$ cat src/rtl/cdc_fifo_pkg.sv
// cdc_fifo_pkg: shared defaults and width-generic Gray/binary conversions for both FIFO controllers
package cdc_fifo_pkg;
  localparam int DEF_ADDR_W = 4;
  localparam int DEF_SYNC_STAGES = 2;
  localparam int MAX_W = 32;
  function automatic logic [MAX_W-1:0] bin2gray(input logic [MAX_W-1:0] b);
    return b ^ (b >> 1);
  endfunction
  function automatic logic [MAX_W-1:0] gray2bin(input logic [MAX_W-1:0] g);
    logic [MAX_W-1:0] b;
    b = '0;
    for (int i = 0; i < MAX_W; i++) b[i] = ^(g >> i);
    return b;
  endfunction
endpackage

$ cat src/rtl/ptr_sync.sv
// ptr_sync: N-stage WIDTH-bit synchroniser with asynchronous active-low reset
module ptr_sync #(
  parameter int N = 2,
  parameter int WIDTH = 5
) (
  input  logic             clk,
  input  logic             rst_n,
  input  logic [WIDTH-1:0] d,
  output logic [WIDTH-1:0] q
);
  logic [N-1:0][WIDTH-1:0] stg;
  // shift the async input through N flops, oldest stage drives q
  always_ff @(posedge clk or negedge rst_n)
    if (!rst_n) stg <= '0;
    else stg <= {stg[N-2:0], d};
  assign q = stg[N-1];
endmodule

$ cat src/rtl/fifo_write_ctrl.sv
// fifo_write_ctrl: write-side pointer, flags and overflow tracking for the dual-clock FIFO
module fifo_write_ctrl
  import cdc_fifo_pkg::*;
#(
  parameter int ADDR_W = DEF_ADDR_W,
  parameter int SYNC_STAGES = DEF_SYNC_STAGES,
  parameter int AFULL_THRESH = 2**ADDR_W - 2
) (
  input  logic              write_clk,
  input  logic              write_rst_n,
  input  logic              write_enable_in,
  input  logic              overflow_clr,
  input  logic [ADDR_W:0]   read_addr_gray_async,
  output logic [ADDR_W-1:0] write_addr,
  output logic [ADDR_W:0]   write_addr_gray,
  output logic              write_enable_out,
  output logic              fifo_full,
  output logic              fifo_almost_full,
  output logic [ADDR_W:0]   write_level,
  output logic              overflow
);
  localparam int PW = ADDR_W + 1;
  localparam int DEPTH = 2**ADDR_W;
  if (ADDR_W < 2 || SYNC_STAGES < 2 || AFULL_THRESH < 1 || AFULL_THRESH > DEPTH) begin : g_bad_params
    $error("fifo_write_ctrl: illegal parameters");
  end
  logic [PW-1:0] wptr, wptr_next, rptr_gray_s, rptr_s, level_next;
  ptr_sync #(.N(SYNC_STAGES), .WIDTH(PW)) u_rptr_sync (
    .clk  (write_clk),
    .rst_n(write_rst_n),
    .d    (read_addr_gray_async),
    .q    (rptr_gray_s)
  );
  assign write_enable_out = write_enable_in & ~fifo_full;
  assign write_addr = wptr[ADDR_W-1:0];
  assign wptr_next = wptr + PW'(write_enable_out);
  assign rptr_s = PW'(gray2bin(MAX_W'(rptr_gray_s)));
  assign level_next = wptr_next - rptr_s;
  // pointer, Gray copy and flags all registered from the post-accept pointer; overflow set beats clear
  always_ff @(posedge write_clk or negedge write_rst_n)
    if (!write_rst_n) begin
      wptr <= '0;
      write_addr_gray <= '0;
      fifo_full <= 1'b0;
      fifo_almost_full <= 1'b0;
      write_level <= '0;
      overflow <= 1'b0;
    end else begin
      wptr <= wptr_next;
      write_addr_gray <= PW'(bin2gray(MAX_W'(wptr_next)));
      fifo_full <= level_next == PW'(DEPTH);
      fifo_almost_full <= level_next >= PW'(AFULL_THRESH);
      write_level <= level_next;
      overflow <= (write_enable_in & fifo_full) | (overflow & ~overflow_clr);
    end
endmodule

$ cat config.mk
export PLATFORM = sky130hd
export DESIGN_NAME = fifo_write_ctrl
export DESIGN_NICKNAME = d
export VERILOG_FILES = /design/src/rtl/cdc_fifo_pkg.sv /design/src/rtl/ptr_sync.sv /design/src/rtl/fifo_write_ctrl.sv
export SDC_FILE = /design/constraint.sdc
export NUM_CORES = 1
export LEC_CHECK = 0
export BUFFER_PORTS_ARGS = -buffer_cell sky130_fd_sc_hd__buf_4
export CAP_MARGIN = 20
export CORE_ASPECT_RATIO = 1.75
export CORE_MARGIN = 1
export CORE_UTILIZATION = 30
export CTS_CLUSTER_SIZE = 28
export DETAILED_ROUTE_END_ITERATION = 8
export GPL_TIMING_DRIVEN = 0
export PLACE_DENSITY_LB_ADDON = 0.15
export SLEW_MARGIN = 20
export SYNTH_ARGS = -nofsm -noshare
export SYNTH_HDL_FRONTEND = slang
export SYNTH_SLANG_ARGS = --single-unit
$ cat constraint.sdc
create_clock -name write_clk -period 5.8 [get_ports write_clk]
set_clock_uncertainty 0.15 [all_clocks]
set_input_delay 1.16 -clock write_clk [delete_from_list [all_inputs] [get_ports write_clk]]
set_output_delay 1.16 -clock write_clk [all_outputs]
set_load 0.02 [all_outputs]
# After elaboration in Yosys (flattened, before gate mapping)
# Cells that the tools add are included.
dict set report op_classes {
  addsub 2
  mul 0
  div 0
  n_lt_le_gt_ge 1
  eq_ne 1
  shifts 0
  muxes 0
  bitwise_logic 7
  n_reduce_logical 5
}
# operator n
set op_table {}
lappend op_table {{XOR reduction 32 bit} 5}
lappend op_table {{adder 5 x 1 -> 5 bit} 1}
lappend op_table {{equality test 5 bit (second input constant)} 1}
lappend op_table {{greater-or-equal comparator 5 x 4 -> 1 bit (second input constant)} 1}
lappend op_table {{subtractor 5 bit} 1}
lappend op_table {{bitwise XOR 5 x 4 -> 5 bit} 1}
lappend op_table {{bitwise AND 1 bit} 3}
lappend op_table {{NOT 1 bit} 2}
lappend op_table {{OR 1 bit} 1}
dict set report totals {
  regBits 28
  latch_bits 0
  mem_bits_rw 0
  romBits 0
  input_bits 9
  out_inout_bits 18
  mem_count 0
}

# Longest topological paths before layout
dict set report logic_depth {
  word_depth 5
  ltp_mapped 10
  depth_no_buf 10
}

# By module
# From an unflattened synthesis, not the netlist that was laid out.
dict set report unflattened {
  hier_cells 81
  area_unflattened_um2 1111.1
}
# module instances cells_each area_per_inst_um2
set modules_own_cells {}
lappend modules_own_cells {fifo_write_ctrl 1 66 823.3}
lappend modules_own_cells {ptr_sync 1 15 287.8}

# Worst setup path after synthesis
# No wires, ideal clock.
dict set report synth_timing {
  path_kind {input-to-reg}
  start {input write_enable_in}
  end {register fifo_almost_full}
  setup_time_ns 0.120
  arrival_ns 3.344
  required_ns 5.530
  setup_slack_ns 2.187
  path_stages 9
  path_cell_list {nor2b_1 and2_1 ha_1 xnor2_4 inv_1 ha_1 a221o_2 xor2_1 a31o_1}
}
dict set report synth_via {
  elab_chain_len 4
}
# element line
set synth_lines {}
lappend synth_lines {{start: declaration} fifo_write_ctrl.sv:11} ;# input logic write_enable_in,
lappend synth_lines {{bitwise AND 1 bit} fifo_write_ctrl.sv:34} ;# assign write_enable_out = write_enable_in & ~fifo_full;
lappend synth_lines {{adder 5 x 1 -> 5 bit} fifo_write_ctrl.sv:36} ;# assign wptr_next = wptr + PW'(write_enable_out);
lappend synth_lines {{via wptr_next[2]} fifo_write_ctrl.sv:27} ;# logic [PW-1:0] wptr, wptr_next, rptr_gray_s, rptr_s, level_next;
lappend synth_lines {{subtractor 5 bit} fifo_write_ctrl.sv:38} ;# assign level_next = wptr_next - rptr_s;
lappend synth_lines {{greater-or-equal comparator 5 x 4 -> 1 bit} fifo_write_ctrl.sv:52} ;# fifo_almost_full <= level_next >= PW'(AFULL_THRESH);
lappend synth_lines {{end signal: assignment} fifo_write_ctrl.sv:52}
lappend synth_lines {{end: declaration} fifo_write_ctrl.sv:18} ;# output logic fifo_almost_full,
# The timed path passes the listed nets, and every way through them passes these cells.

# Final worst setup path
# Ends and elaborated chain as after synthesis.

==> impl_results.md <==
* Tightest Hold Check Type: reg2reg
* Final GP Congestion at 0.632
* Slew Viols, Final at 0
* Post-DP HPWL at 1350 um
* YS warnings at 0
* Clk buf depth at 2
* Combinational family with the most area after synthesis: XOR/XNOR gates
* Crit start category: primary input
* GRT overflow at 0
* Synth Area in Simple Gates at 0.0532
* Worst-Margin Slew at 0.332 ns
* Setup Buffers After CTS at 0
* Adder-cell share of the synthesized area at 0.0860
* Worst VDD drop at 0.000211 V
* Sw Ratio at 0.410
* Global-route wire length before repair at 2720 um
* Final Power at 0.956 mW
* Synthesized flop and latch total at 27
* Via count at 612
* Die X at 47.9 um
* Area Growth Syn to Fin at 26.8%
* XOR/XNOR Fraction of Synth Area at 0.180
* Number of global-route vias before repair at 598
* Via-to-Cell Ratio at 4.08
* Post-route DRC at 0
* Initial antenna violation count at 0
* Mux contribution to synthesized area at 0
* Clock H-tree levels at 1
* Row Count at 28
* Crit path DAT at 3.39 ns
* FMAX at 296 MHz
* Post-Syn Area at 1110 sq um
* TNS Setup at 0 ns
* Die area at 3940 sq um
* Synth cell types at 19
* Pre-CTS setup slack at 2.12 ns
* Commonest non-fill, non-tap cell in the layout: dfrtp_1
* Hold Crit Start: u_rptr_sync.stg[0]
* Rel. slew slack at 0.778
* Syn Nets at 91
* Largest net degree at the start of global routing at 28
* Post-route ant nets at 0
* First-pass DRT Iterations at 1
* Pwr/cell area at 682 nW/um^2
* Layout cells sized above 1 at 0.343
* CTS Buf Count at 3
* Synth Area in Compound Gates at 0.0362
* Starting DRT DRC Count at 0
* Fin crit share at 0.582
* Initial Util at 0.322
* Most frequent cells in the layout: dfrtp_1 (27), buf_4 (26), inv_1 (10)
* I/O pins at 27
* Routed WL at 1740 um
* Combinational Power Share at 0.585
* Wire per inst at 11.6 um
* LEAKAGE at 0.679 nW
* Crit path capture type: flip-flop
* Worst EP required at 5.81 ns
* Global-route usage over all layers at 0.105
* Status: completed
* Final setup violating endpoints at 0
* Sw Pwr at 0.392 mW
* CTS tree: yes
* Sink Count at 27
* Clk Latency, worst-skew pair at 0.27 ns
* Int Power at 0.565 mW
* Seq pwr share at 0.308
* RSZ-0062 raised after global routing: false
* CP Launch Point: write_enable_in
* Layout Nets at 122
* Clk pwr share at 0.107
* Ant diodes at 0
* Final hold vios at 0
* Worst r2r src: u_rptr_sync.q[4]
* PostCTS Resize Cnt at 0
* Sequential share of the synthesized area at 0.611
* Port Buf Inserts at 26
* Critical path peak fanout at 3
* CTS Root Cell: clkbuf_8
* Core Area at 3430 sq um
* Die Ht at 82.3 um
* Avg Inst Size Synth at 14.7 sq um
* CTS Hold Bufs at 0
* Final WS setup at 2.42 ns
* Tmin final at 3.38 ns
* Number of max-cap violations at 0
* Clock transition at path regs at 0.08 ns
* WS Path Type: in2reg
* Cells after synthesis at 75
[flip-flops by register name, summed over array words and instances (netlist names)]
| name | count |
|---|---|
| wptr | 5 |
| write_addr_gray | 4 |
| fifo_almost_full | 1 |
| overflow | 1 |
| fifo_full | 1 |
| write_level | 5 |
| u_rptr_sync.stg | 5 |
| u_rptr_sync.q | 5 |
[worst paths after layout]
| kind | to | slack, ns | depth (start not counted) |
|---|---|---|---|
| setup / recovery | fifo_almost_full | 2.42 | 10 |
| setup reg to reg | fifo_full | 2.94 | 9 |
| hold reg to reg | u_rptr_sync.q[0] | 0.20 | 0 |
| max in group asynchronous | u_rptr_sync.stg[0] | 4.61 | 1 |
| min in group asynchronous | wptr[2] | 0.63 | 1 |
| hold / removal | u_rptr_sync.q[0] | 0.20 | 0 |
[layer usage]
layer  wire (um)  GRT usage
met5           0          0
met4          47     0.0667
met3          52     0.0196
met2        1080      0.199
met1         554     0.0913
[worst max-delay path: stages]
cell     delay, ns
buf_4         0.08
nor2b_1       0.24
and2_1        0.20
ha_1          0.29
xnor2_4       0.18
inv_1         0.12
ha_1          0.35
a221o_2       0.40
xor2_1        0.16
a31o_1        0.22
[kinds of logic (layout without fill, tap and decap cells)]
| group | count (synthesis) | in the layout |
|---|---|---|
| adder cells (fa/ha/maj) | 7 | 7 |
| buffers and inverters | 10 | 40 |
| XOR/XNOR | 18 | 18 |
| AO/OA/AOI/OAI | 4 | 4 |
| flip-flops | 27 | 27 |
| AND/OR/NAND/NOR | 9 | 9 |
[synth_stat cells]
master | n | share of area
xnor2_1 | 8 | 0.063
a221o_2 | 1 | 0.010
xor2_1 | 7 | 0.055
fa_1 | 1 | 0.018
nor2b_1 | 2 | 0.011
and2b_2 | 1 | 0.0079
a31o_1 | 1 | 0.0079
xnor2_4 | 1 | 0.025
nor3b_2 | 1 | 0.011
xnor2_2 | 1 | 0.015
xnor3_2 | 1 | 0.021
nand2_1 | 1 | 0.0034
o21ai_0 | 1 | 0.0045
nand3_1 | 3 | 0.014
inv_1 | 10 | 0.034
dfrtp_1 | 27 | 0.61
ha_1 | 6 | 0.068
a221oi_2 | 1 | 0.014
and2_1 | 1 | 0.0057
[cell type report]
class                           count  area [sq um]
Inverter                           10          37.5
Timing Repair Buffer               26           195
Multi-Input combinational cell     38           393
Sequential cell                    27           676
Fill cell                         365          2030
Clock buffer                        4          45.0
Tap cell                           45          56.3
[stage by stage]
stage               area (sq um)  hold slack [ns]  utilization  cells
floorplan                   1110            0.181            -     75
global placement            1360            0.182        0.395    146
detailed placement          1360            0.187        0.395    146
CTS                         1400            0.208        0.409    150
global route                1400            0.215        0.409    150
finish                      1400            0.204        0.409    150
[power groups by stage]
stage	registers (mW)	clock network (mW)	logic [mW]
floorplan	0.376	0	0.310
global placement	0.297	0	0.564
detailed placement	0.301	0	0.567
CTS	0.296	0.107	0.577
global route	0.304	0.115	0.621
finish	0.295	0.103	0.559
Note: power is estimated with default switching activity, not from simulation.
